`config.mk`:
```
export PLATFORM = sky130hd
export DESIGN_NAME = sampler_pretrig
export DESIGN_NICKNAME = d
export VERILOG_FILES = /design/src/rtl/sampler_pretrig.sv
export SDC_FILE = /design/constraint.sdc
export NUM_CORES = 1
export LEC_CHECK = 0
export CAP_MARGIN = 20
export CORE_UTILIZATION = 35
export CTS_BUF_LIST = sky130_fd_sc_hd__clkbuf_2 sky130_fd_sc_hd__clkbuf_4 sky130_fd_sc_hd__clkbuf_8
export CTS_CLUSTER_SIZE = 16
export DETAILED_ROUTE_END_ITERATION = 8
export PLACE_DENSITY = 0.6
export SETUP_SLACK_MARGIN = 0.05
export SYNTH_ARGS = -nofsm -noshare
export SYNTH_HDL_FRONTEND = slang
export SYNTH_SLANG_ARGS = --single-unit
```
`constraint.sdc`:
```
create_clock -name CLK -period 3.1 [get_ports CLK]
set_input_delay 0.62 -clock CLK [delete_from_list [all_inputs] [get_ports CLK]]
set_output_delay 0.62 -clock CLK [all_outputs]
set_load 0.05 [all_outputs]
```
`src/rtl/sampler_pretrig.sv`:
```
// sampler_pretrig
//   Multi-channel logic-analyzer sampler. It sits between the probe inputs
//   and the capture RAM. Samples go into a circular buffer, with a
//   programmable pre-trigger window. The trigger can be an edge or a pattern
//   match. Capture stops once a full buffer has been taken around the
//   trigger point.
//
// Ports
//   CLK, RST_N   clock (rising edge), asynchronous active-low reset
//   CE           sample strobe, one sample per CLK edge with CE=1
//   ARM          single-cycle pulse: latch configuration, start a capture
//   INPUT        probe inputs (synchronous to CLK)
//   TRIG_MODE    0 immediate, 1 rising, 2 falling, 3 any edge, 4 pattern,
//                5-7 never
//   TRIG_CH      channel watched by the edge modes
//   TRIG_MASK    bits compared in pattern mode
//   TRIG_VALUE   pattern value
//   PRE_CNT      samples kept ahead of the trigger sample
//   Q/ADDRQ/WREN RAM write data / address / enable
//   TRIGGER      pulse coincident with the trigger sample write
//   TRIG_ADDR    RAM address of the trigger sample
//   BUSY, DONE   capture in progress / capture complete
module sampler_pretrig #(
    parameter int WIDTH = 16,
    parameter int AW    = 11,
    parameter int CW    = $clog2(WIDTH)
) (
    input  logic             CLK,
    input  logic             RST_N,
    input  logic             CE,
    input  logic             ARM,
    input  logic [WIDTH-1:0] INPUT,
    input  logic [2:0]       TRIG_MODE,
    input  logic [CW-1:0]    TRIG_CH,
    input  logic [WIDTH-1:0] TRIG_MASK,
    input  logic [WIDTH-1:0] TRIG_VALUE,
    input  logic [AW-1:0]    PRE_CNT,
    output logic [WIDTH-1:0] Q,
    output logic [AW-1:0]    ADDRQ,
    output logic             WREN,
    output logic             TRIGGER,
    output logic [AW-1:0]    TRIG_ADDR,
    output logic             BUSY,
    output logic             DONE
);

    typedef enum logic [2:0] {
        IDLE,
        PRE,
        WAIT,
        POST,
        FULL
    } state_t;

    localparam logic [AW-1:0] ONE = AW'(1);

    state_t           state, state_nxt;

    logic [2:0]       cfg_mode;
    logic [CW-1:0]    cfg_ch;
    logic [WIDTH-1:0] cfg_mask;
    logic [WIDTH-1:0] cfg_value;
    logic [AW-1:0]    cfg_pre;

    logic [AW-1:0]    wptr;
    logic [AW-1:0]    pre_left;
    logic [AW-1:0]    post_cnt;
    logic [WIDTH-1:0] prev;
    logic             prev_valid;

    logic             accept;
    logic             hit;
    logic             rise;
    logic             fall;
    logic             trig_fire;
    logic             final_write;
    logic [AW-1:0]    post_load;

    // Samples after the trigger: 2^AW-1-PRE_CNT is the bitwise complement.
    assign post_load = ~cfg_pre;

    always_ff @(posedge CLK or negedge RST_N) begin
        if (!RST_N) begin
            state <= IDLE;
        end else begin
            state <= state_nxt;
        end
    end

    always_comb begin
        state_nxt   = state;
        accept      = 1'b0;
        hit         = 1'b0;
        rise        = 1'b0;
        fall        = 1'b0;
        trig_fire   = 1'b0;
        final_write = 1'b0;

        // ARM has priority over a coincident CE, so that sample is dropped.
        accept = CE && !ARM && (state == PRE || state == WAIT || state == POST);

        rise = prev_valid && !prev[cfg_ch] &&  INPUT[cfg_ch];
        fall = prev_valid &&  prev[cfg_ch] && !INPUT[cfg_ch];

        case (cfg_mode)
            3'd0:    hit = 1'b1;
            3'd1:    hit = rise;
            3'd2:    hit = fall;
            3'd3:    hit = rise || fall;
            3'd4:    hit = ((INPUT ^ cfg_value) & cfg_mask) == '0;
            default: hit = 1'b0;
        endcase

        trig_fire = accept && (state == WAIT) && hit;

        if (ARM) begin
            state_nxt = (PRE_CNT == '0) ? WAIT : PRE;
        end else if (accept) begin
            case (state)
                PRE: begin
                    if (pre_left == ONE) begin
                        state_nxt = WAIT;
                    end
                end
                WAIT: begin
                    if (trig_fire) begin
                        if (post_load == '0) begin
                            state_nxt   = FULL;
                            final_write = 1'b1;
                        end else begin
                            state_nxt = POST;
                        end
                    end
                end
                POST: begin
                    if (post_cnt == ONE) begin
                        state_nxt   = FULL;
                        final_write = 1'b1;
                    end
                end
                default: state_nxt = state;
            endcase
        end
    end

    always_ff @(posedge CLK or negedge RST_N) begin
        if (!RST_N) begin
            Q          <= '0;
            ADDRQ      <= '0;
            WREN       <= 1'b0;
            TRIGGER    <= 1'b0;
            TRIG_ADDR  <= '0;
            BUSY       <= 1'b0;
            DONE       <= 1'b0;
            cfg_mode   <= '0;
            cfg_ch     <= '0;
            cfg_mask   <= '0;
            cfg_value  <= '0;
            cfg_pre    <= '0;
            wptr       <= '0;
            pre_left   <= '0;
            post_cnt   <= '0;
            prev       <= '0;
            prev_valid <= 1'b0;
        end else begin
            WREN    <= accept;
            TRIGGER <= trig_fire;

            if (ARM) begin
                cfg_mode   <= TRIG_MODE;
                cfg_ch     <= TRIG_CH;
                cfg_mask   <= TRIG_MASK;
                cfg_value  <= TRIG_VALUE;
                cfg_pre    <= PRE_CNT;
                pre_left   <= PRE_CNT;
                wptr       <= '0;
                prev_valid <= 1'b0;
                TRIG_ADDR  <= '0;
                DONE       <= 1'b0;
                BUSY       <= 1'b1;
            end else if (accept) begin
                Q          <= INPUT;
                ADDRQ      <= wptr;
                wptr       <= wptr + ONE;
                prev       <= INPUT;
                prev_valid <= 1'b1;

                if (state == PRE) begin
                    pre_left <= pre_left - ONE;
                end
                if (state == POST) begin
                    post_cnt <= post_cnt - ONE;
                end
                if (trig_fire) begin
                    TRIG_ADDR <= wptr;
                    post_cnt  <= post_load;
                end
                if (final_write) begin
                    DONE <= 1'b1;
                    BUSY <= 1'b0;
                end
            end
        end
    end

endmodule

```
==> impl_metrics.yaml, run 1 <==
critical_path:
  crit_type: "reg -> reg"
  cp_slowest_cell: "mux4_2"
  crit_chain: "mux4_2, a22o_1, or3_1, mux2i_1, a22o_2, buf_4, nor3_1, a311oi_1"
  worstPathArrival_ps: 3100
  worstPathMaxFanout: 15
  cp_top_family: "compound AO/OA/AOI/OAI gates"
  cpPeakStageDelay_ps: 560
  worst-path-buf-inv: 1
  startpoint_type: "flop"
  critPathCaptureType: "flop"
  required_ps: 3430
pwr:
  p_sw_share_pct: 27.4
  seqPwrFrac_pct: 47.9
  irDropWorstVdd_mv: 0.347
  combPwrFrac_pct: 17.1
  p_clk_share_pct: 35.1
  intPower_uw: 2920
  power_density_nw_per_um2: 516
  cellLeakagePower_uw: 0.00331
  switching_power_uw: 1100
finish:
  fillCellCount: 1492
  syn2layout_area_growth_pct: 29.7
  fin_nets: 705
  finish.utilization_pct: 46.8
  multiInputGateArea_um2: 2570
  drive_above_1_share_pct: 19.5
  seqCellArea_um2: 3230
  insertedDiodeCount: 0
floorplan:
  rows: 47
  core_um2: 16600
  initial_core_util_pct: 36.0
  die_x_um: 133
  io_pins: 112
  dieHeight_um: 133
  die_area_um2: 17700
routing:
  drc: 0
  drt-total-wl_mm: 14.7
  wl_per_cell_um: 17.1
  highest_layer: "met4"
  first_pass_iters: 4
  antenna_left: 0
  wl_met1_mm: 6.47
  met3_length_um: 913
  drt-vias-per-instance: 5.05
  dr_total_vias: 4348
  met2WireLength_mm: 7.11
  drtIter0Drc: 213
placed_design:
  dp_hpwl_mm: 10.7
  numPortBuffers: 111
  globalplace.congestion: 0.800
cts:
  post-cts-setup-buffer-count: 0
  numCtsBuffers: 17
  clockBufferDepth: 2
  cts_max_level: 4
  cts.sinks: 129
  cts_root_buffer: "clkbuf_8"
  clkLatencyLatePin_ps: 440
  clkSlewWorstSetupHoldPaths_ps: 70
  cts_tree: "built"
sta:
  maxSlewHeadroom_pct: 31.0
  finalMaxSlewViolations: 0
  setup_viol: 0
  period_minus_slack_ps: 2760
  grt_setup_unrepaired: "no"
  max_freq_ghz: 0.362
  tightest_slew_ps: 1040
  final_hold_viol_count: 0
  finClkSkew_ps: 10.3
  setup_tns_ps: 0
  period_share_pct: 89.1
synth:
  ys_ff_latch: 129
  yosysSeqAreaShare_pct: 53.8
  synth_area_per_cell_um2: 11.8
  synth_cell_type_count: 45
  synth_area_um2: 6000
  yosys_warnings: 0
  syn-instance-count: 510
  syn-num-nets: 585
hold_path:
  hold_class: "in -> async"
global_route:
  antenna_found_initial: 0
  grt_max_degree: 93
  grt.overflow.total: 0
  grt_pass1_vias: 4617
  grt_usage_pct: 17.8
  grt_pass1_wl_mm: 24.5
run:
  maxCapViolCount: 0
outcome:
  outcome: "finished, final reports clean"
[registers in the layout, indices dropped and copies added (netlist names), 3 cells and up]
name	cells
state	3
post_cnt	11
prev	16
cfg_mask	16
TRIG_ADDR	11
ADDRQ	11
cfg_value	16
pre_left	11
cfg_pre	11
cfg_ch	4
wptr	11
cfg_mode	3
[synthesized netlist by cell type (all sizes together)]
master  instances  area (um2)
a22oi           8        60.1
nor3           16        80.1
nand3          19        95.1
mux4            8         180
a211oi          3        22.5
nand4          10        62.6
a21boi          1        7.51
a41oi           1        8.76
and3b           1        8.76
xnor2           3        26.3
mux2           66         743
or3             2        12.5
clkbuf         18        67.6
o311ai          1        8.76
ha              5        62.6
nor2           37         139
and4            2        17.5
clkinv          1        3.75
nor2b           4        25.0
a221o           1        10.0
a21oi           4        20.0
or4             4        30.0
o211a           1        10.0
xor2           26         228
a311oi          7        61.3
a32o            1        10.0
o211ai          4        30.0
o41ai           1        8.76
and3            6        37.5
a31oi           1        6.26
a22o            5        45.0
nor4bb          1        10.0
o21ai          29         145
and2            3        18.8
nor4            7        43.8
mux2i          16         160
nor4b           2        17.5
or2             1        6.26
inv            18        67.6
dfrtp         129        3230
nand2          29         109
buf             8        63.8
[path summary, 6_finish.rpt]
check | from | endpoint | slack, ps | depth (start not counted)
setup / recovery | cfg_ch[0] | post_cnt[8] | 340 | 8
hold / removal | RST_N | pre_left[7] | 230 | 1
setup reg to reg | cfg_ch[0] | post_cnt[8] | 340 | 8
hold reg to reg | ADDRQ[4] | ADDRQ[4] | 500 | 1
max in group asynchronous | RST_N | cfg_value[7] | 1930 | 2
min in group CLK | ADDRQ[4] | ADDRQ[4] | 500 | 1
[layout by cell type (no fill, tap or decap), types with 2 or more instances in the layout]
master / netlist / routed
and2_1: 3 / 3
nor2_1: 37 / 37
or3_1: 2 / 2
a22o_1: 4 / 4
nor3_1: 16 / 16
a211oi_1: 3 / 3
and4_1: 2 / 2
a311oi_1: 7 / 7
mux2_2: 66 / 66
clkbuf_8: 0 / 24
mux2i_1: 16 / 16
clkdlybuf4s50_1: 0 / 109
and3_1: 6 / 6
o211ai_1: 4 / 4
mux4_2: 8 / 8
a21oi_1: 4 / 4
buf_12: 0 / 2
nand3_1: 19 / 19
dfrtp_1: 129 / 128
a22oi_1: 8 / 8
nand4_1: 10 / 10
xnor2_1: 3 / 3
nor4_1: 7 / 7
buf_4: 1 / 16
nor2b_1: 4 / 4
o21ai_0: 29 / 29
nor4b_1: 2 / 2
nand2_1: 29 / 29
xor2_1: 26 / 26
ha_1: 5 / 5
or4_1: 4 / 4
inv_1: 18 / 18
clkinv_2: 0 / 4
[per-layer routing]
| layer | vias to the layer above | GRT usage (%) |
|---|---|---|
| met5 | - | 0 |
| met4 | 0 | 6.32 |
| met3 | 15 | 5.82 |
| met2 | 112 | 29.4 |
| met1 | 2142 | 21.8 |
| li1 | 2079 | - |
[cells by family (layout without fill, tap and decap cells)]
logic type               Yosys count  in the layout  synth area share, %
AO/OA/AOI/OAI                     68             68                 7.57
multiplexers                      90             90                 18.1
adder cells (fa/ha/maj)            5              5                 1.04
buffers and inverters             45            176                 3.38
XOR/XNOR                          29             29                 4.23
flip-flops                       129            129                 53.8
AND/OR/NAND/NOR                  144            144                 11.9
[through the flow]
step	power [uW]	setup WS, ps	area (um2)	cells	hold slack [ps]
2_1_floorplan	2320	590	6000	510	324
3_3_place_gp	2630	131	7390	831	484
3_5_place_dp	2640	40.5	7390	831	491
4_1_cts	4060	191	7780	861	241
5_1_grt	4190	168	7780	861	269
6_report	4010	338	7780	861	229
[power by group through the flow]
stage	sequential, uW	clock [uW]	combinational, uW
3_3_place_gp	1950	0	683
5_1_grt	1940	1510	738
3_5_place_dp	1950	0	692
4_1_cts	1920	1450	695
2_1_floorplan	2040	0	286
6_report	1920	1410	684
[final cells by class]
type                    instances  share of cell area [%]
inverters                      19                   0.916
flip-flops and latches        129                    41.5
well taps                     220                    3.54
repair buffers                127                    16.1
multi-input cells             336                    33.0
clock inverters                 5                   0.643
clock buffers                  25                    4.34
[what timing repair did]
item	in CTS	in global routing
gates resized for setup	0	1
endpoints found under the setup margin	0	4
hold buffers	0	0
Power figures use the tool's default switching activity.
==> inputs of run 2 (changes only) <==
--- a/config.mk
+++ b/config.mk
@@ -7,7 +7,6 @@
 export LEC_CHECK = 0
 export CAP_MARGIN = 20
 export CORE_UTILIZATION = 35
-export CTS_BUF_LIST = sky130_fd_sc_hd__clkbuf_2 sky130_fd_sc_hd__clkbuf_4 sky130_fd_sc_hd__clkbuf_8
 export CTS_CLUSTER_SIZE = 16
 export DETAILED_ROUTE_END_ITERATION = 8
 export PLACE_DENSITY = 0.6
==> run 2 against run 1 <==
  * First-iteration DRC count increased by 11%
  * Non-clock buffer count unchanged
  * Total power increased by 13%
  * Critical path type unchanged
  * Sequential power about the same
  * Largest cell class unchanged
  * Fmax increased by 0.22%
  * Core utilization increased by 1.1 points
  * Highest routed layer unchanged
==> impl_metrics.yaml, run 2 (synthesis gave the netlist of run 1 again) <==
outcome:
  outcome: "finished, final reports clean"
routing:
  drtIter0Drc: 237
  drt-total-wl_mm: 14.8
  drt-vias-per-instance: 5.07
  dr_total_vias: 4369
  first_pass_iters: 4
  drc: 0
  antenna_left: 0
  wl_per_cell_um: 17.2
critical_path:
  worst-path-buf-inv: 1
  worstPathArrival_ps: 3070
  crit_type: "reg -> reg"
  cp_top_family: "compound AO/OA/AOI/OAI gates"
  r2r-start: "cfg_ch[0]"
  cp_slowest_cell: "mux4_2"
  required_ps: 3410
  critPathCaptureType: "flop"
  worstPathMaxFanout: 15
  cpPeakStageDelay_ps: 560
  startpoint: "cfg_ch[0]"
  crit_chain: "mux4_2, a22o_1, or3_1, mux2i_1, a22o_2, buf_4, nor3_1, a311oi_1"
  startpoint_type: "flop"
floorplan:
  dieHeight_um: 133
  initial_core_util_pct: 36.0
  die_area_um2: 17700
  io_pins: 112
  rows: 47
  die_x_um: 133
  core_um2: 16600
global_route:
  grt_usage_pct: 18.1
  grt.overflow.total: 0
  grt_max_degree: 93
  grt_pass1_vias: 4643
  antenna_found_initial: 0
  grt_pass1_wl_mm: 24.7
cts:
  clkSlewWorstSetupHoldPaths_ps: 50
  clkLatencyLatePin_ps: 420
  cts_max_level: 4
  cts.sinks: 129
  cts_root_buffer: "clkbuf_16"
  post-cts-setup-buffer-count: 0
  cts_resized: 0
  cts_tree: "built"
  numCtsBuffers: 17
  clockBufferDepth: 2
  cts_hold_buf: 0
finish:
  layout_commonest_cell: "dfrtp_1"
  fin_nets: 705
  syn2layout_area_growth_pct: 32.9
  mostFrequentLayoutCells: "dfrtp_1 (128), clkdlybuf4s50_1 (109), mux2_2 (66), nor2_1 (37)"
  finish.utilization_pct: 47.9
  insertedDiodeCount: 0
  fillCellCount: 1473
  reg_top3: "cfg_mask: 16 flops, cfg_value: 16 flops, prev: 16 flops"
  layout.cells.non_filler: 861
  drive_above_1_share_pct: 19.3
sta:
  finalMaxSlewViolations: 0
  holdWs_ps: 253
  period_share_pct: 88.9
  tightest_slew_ps: 1030
  final_hold_viol_count: 0
  period_minus_slack_ps: 2760
  max_freq_ghz: 0.363
  setup_tns_ps: 0
  maxSlewHeadroom_pct: 31.5
  setup_viol: 0
  finClkSkew_ps: 5.41
  grt_setup_unrepaired: "no"
placed_design:
  numPortBuffers: 111
  dp_hpwl_mm: 10.7
  globalplace.congestion: 0.800
  dp.cells: 831
pwr:
  irDropWorstVdd_mv: 0.412
  power_density_nw_per_um2: 570
  cellLeakagePower_uw: 0.00339
  power_uw: 4550
hold_path:
  hold_class: "in -> async"
run:
  maxCapViolCount: 0
[run 2: final timing paths]
kind / depth (start not counted) / slack (ps) / end
setup / recovery: 8 / 340 / post_cnt[8]
hold / removal: 1 / 250 / pre_left[7]
setup reg to reg: 8 / 340 / post_cnt[8]
hold reg to reg: 1 / 500 / ADDRQ[4]
max in group asynchronous: 2 / 1910 / cfg_value[6]
min in group CLK: 1 / 500 / ADDRQ[4]
[run 2: cell type report]
type / count / area (um2) / area share [%]
clock inverter: 5 / 50.0 / 0.628
multi-input combinational: 336 / 2570 / 32.2
tap: 220 / 275 / 3.45
inverter: 19 / 71.3 / 0.895
timing repair buffer: 127 / 1250 / 15.7
sequential: 129 / 3230 / 40.5
clock buffer: 25 / 526 / 6.59
[run 2: per-layer routing]
metal | global-route usage, % | share of wire [%] | up-vias
li1 | - | - | 2081
met1 | 22.2 | 44 | 2161
met2 | 29.5 | 49 | 113
met3 | 6.51 | 6.5 | 14
met4 | 5.75 | 1.2 | 0
met5 | 0 | 0 | -
[run 2: report_power, final]
group | switching, uW | internal (uW)
clock network | 700 | 1240
registers | 114 | 1810
logic | 355 | 330
[run 2: stage by stage]
stage	worst slack, ps	cell area, um2
6_report	344	7970
2_1_floorplan	590	6000
3_3_place_gp	131	7390
5_1_grt	168	7970
3_5_place_dp	40.5	7390
4_1_cts	195	7970
==> inputs of run 3 (changes only) <==
--- a/config.mk
+++ b/config.mk
@@ -5,6 +5,7 @@
 export SDC_FILE = /design/constraint.sdc
 export NUM_CORES = 1
 export LEC_CHECK = 0
+export ABC_AREA = 1
 export CAP_MARGIN = 20
 export CORE_UTILIZATION = 35
 export CTS_CLUSTER_SIZE = 16
==> run 3 against run 2 <==
  * Clock-buffer cell count fell by 2
  * Register-to-register slack improved by 450 ps
  * Synthesized area rose by 5.5%
  * Global-route usage rose by 1.5 points
  * Cell count rose by 36%
  * Combinational power rose to 2.7 times the previous value
  * Die area rose by 5.5%
  * Sequential share of layout area fell by 1.5 points
  * Sequential power rose by 16%
  * Critical path type is now in -> reg
  * Highest routed layer unchanged
  * Largest cell class unchanged
==> impl_metrics.yaml, run 3 <==
critical_path:
  required_ps: 3410
  worstPathMaxFanout: 27
  startpoint_type: "primary input"
  crit_type: "in -> reg"
  cpPeakStageDelay_ps: 530
  worstPathArrival_ps: 2710
  crit_chain: "clkdlybuf4s50_1, nor2_1, nor2_1, nand2_1, nand2_1, nor3_1, nand3b_1, nor2_1, nor2_1, nand2_2, nand2_4, nand3_1, nand2_1, nand2_1, nand2_1"
  cp_slowest_cell: "clkdlybuf4s50_1"
  critPathCaptureType: "flop"
  ff2ff_path_depth: 15
  path_common_cell: "nand2_1"
synth:
  syn-instance-count: 819
  synth_top_cell_by_area: "dfrtp_1"
  synth_top_area_share_pct: 51.0
  yosys_warnings: 0
  ys_ff_latch: 129
  yosysMostFrequentCell: "nand2_1"
  yosys-top-cells-count: "nand2_1 (244), dfrtp_1 (129), inv_1 (95)"
  syn-num-nets: 894
  synth_area_per_cell_um2: 7.73
  yosysSeqAreaShare_pct: 51.0
  synth-edff-count: 0
  async_flop_share_pct: 100
  synth_area_um2: 6330
  synthFlopType: "dfrtp_1"
  ys_top_cells_by_area: "dfrtp_1 (51%), nand2_1 (14%), o21ai_0 (6.4%)"
  synth_cell_type_count: 34
global_route:
  antenna_found_initial: 0
  grt.overflow.total: 0
  grt_pass1_vias: 5429
  busiest_layer: "met2"
  met2_usage_pct: 29.1
  grt_max_degree: 83
  met1_usage_pct: 27.8
  grt_pass1_wl_mm: 27.7
  grt_usage_pct: 19.6
  use_met3_pct: 4.00
routing:
  drtIter0Drc: 404
  drc: 0
  drt-vias-per-instance: 4.79
  drt-total-wl_mm: 16.8
  antenna_left: 0
  first_pass_iters: 5
  wl_per_cell_um: 14.3
  dr_total_vias: 5607
sta:
  maxSlewHeadroom_pct: 48.7
  max_freq_ghz: 0.415
  period_minus_slack_ps: 2410
  setup_tns_ps: 0
  tightest_slew_ps: 769
  holdWs_ps: 110
  period_share_pct: 77.7
  grt_setup_unrepaired: "no"
  finalMaxSlewViolations: 0
  finClkSkew_ps: 6.37
  setup_viol: 0
  final_hold_viol_count: 0
cts:
  cts_root_buffer: "clkbuf_16"
  clockBufferDepth: 2
  clkSlewWorstSetupHoldPaths_ps: 60
  cts_tree: "built"
  cts_max_level: 4
  cts.sinks: 129
  clkLatencyLatePin_ps: 420
  post-cts-setup-buffer-count: 0
  cts_hold_buf: 0
  cts_resized: 0
  numCtsBuffers: 17
placed_design:
  dp_hpwl_mm: 12.2
  globalplace.congestion: 0.855
  numPortBuffers: 111
pwr:
  cellLeakagePower_uw: 0.00391
  intPower_uw: 3990
  p_sw_share_pct: 35.4
  power_density_nw_per_um2: 745
  p_clk_share_pct: 33.6
  irDropWorstVdd_mv: 0.415
  switching_power_uw: 2190
  combPwrFrac_pct: 30.3
  seqPwrFrac_pct: 36.1
finish:
  insertedDiodeCount: 0
  drive_above_1_share_pct: 5.60
  fillCellCount: 1729
  layout_commonest_cell: "nand2_1"
  reg_top3: "cfg_mask: 16 flops, cfg_value: 16 flops, prev: 16 flops"
  fin_nets: 1008
  mostFrequentLayoutCells: "nand2_1 (244), dfrtp_1 (129), clkdlybuf4s50_1 (109), inv_1 (95), nor2_1 (84)"
  syn2layout_area_growth_pct: 30.8
floorplan:
  initial_core_util_pct: 36.2
  die_x_um: 136
  rows: 48
  dieHeight_um: 136
  die_area_um2: 18600
  core_um2: 17500
  io_pins: 112
hold_path:
  hold_class: "in -> async"
run:
  maxCapViolCount: 0
outcome:
  outcome: "finished, final reports clean"
## run 3: cell types whose count changed after synthesis, sizes merged, moves of 18 or more
cell / before / now
o21ai: 29 / 99
a21oi: 4 / 22
nand2: 29 / 248
inv: 18 / 98
mux2: 66 / 0
nand3: 19 / 55
nor2: 37 / 86
xor2: 26 / 7
## run 3: logic make-up (layout without fill, tap and decap cells)
group	count (synthesis)	after routing	share of synthesized area, %
compound gates	140	140	11.8
xor+xnor	11	11	1.52
fa+ha+maj	5	5	0.988
buf+inv	125	252	8.14
flops	129	129	51.0
simple gates	409	409	26.6
## run 3: worst paths after layout
path / startpoint / endpoint / slack [ps]
worst max-delay path: INPUT[14] / state[1] / 690
worst min-delay path: RST_N / cfg_mask[6] / 110
worst max register to register: cfg_ch[0] / state[1] / 790
worst min register to register: cfg_mask[12] / cfg_mask[12] / 480
max in group asynchronous: RST_N / wptr[3] / 2210
min in group CLK: cfg_mask[12] / cfg_mask[12] / 480
## run 3: stage by stage
step | instance area, um2 | total power (uW) | cells | worst slack (ps) | utilization [%]
3_5_place_dp | 7670 | 4130 | 1139 | 239 | 43.9
4_1_cts | 8280 | 6220 | 1171 | 677 | 47.4
5_1_grt | 8280 | 6530 | 1171 | 492 | 47.4
3_3_place_gp | 7670 | 4110 | 1139 | 274 | 43.9
6_report | 8280 | 6170 | 1171 | 693 | 47.4
2_1_floorplan | 6330 | 3460 | 819 | 1160 | -
## run 3: power by group through the flow
stage	logic, uW	registers (uW)	clock network (uW)
final	1870	2230	2070
after global routing	2070	2270	2190
after CTS	1880	2230	2120
after detailed placement	1880	2250	0
after global placement	1860	2250	0
after floorplan	771	2690	0
## run 3: area by class of cell
type | instances | area, um2 | area share (%)
clock inverters | 9 | 129 | 1.56
inverters | 98 | 370 | 4.47
clock buffers | 23 | 488 | 5.89
repair buffers | 122 | 1200 | 14.5
well taps | 225 | 282 | 3.40
flip-flops and latches | 129 | 3230 | 39.0
multi-input cells | 565 | 2590 | 31.2
## run 3: worst max-delay path, delay by kind of cell
| kind | cells | cell delay, ps |
|---|---|---|
| AND/OR/NAND/NOR | 14 | 1550 |
| buffers and inverters | 1 | 530 |
## run 3: routing by layer
| layer | up-vias | wire length [um] |
|---|---|---|
| met4 | 0 | 374 |
| met2 | 133 | 7460 |
| met5 | - | 0 |
| met3 | 24 | 724 |
| met1 | 2596 | 8210 |
| li1 | 2854 | - |
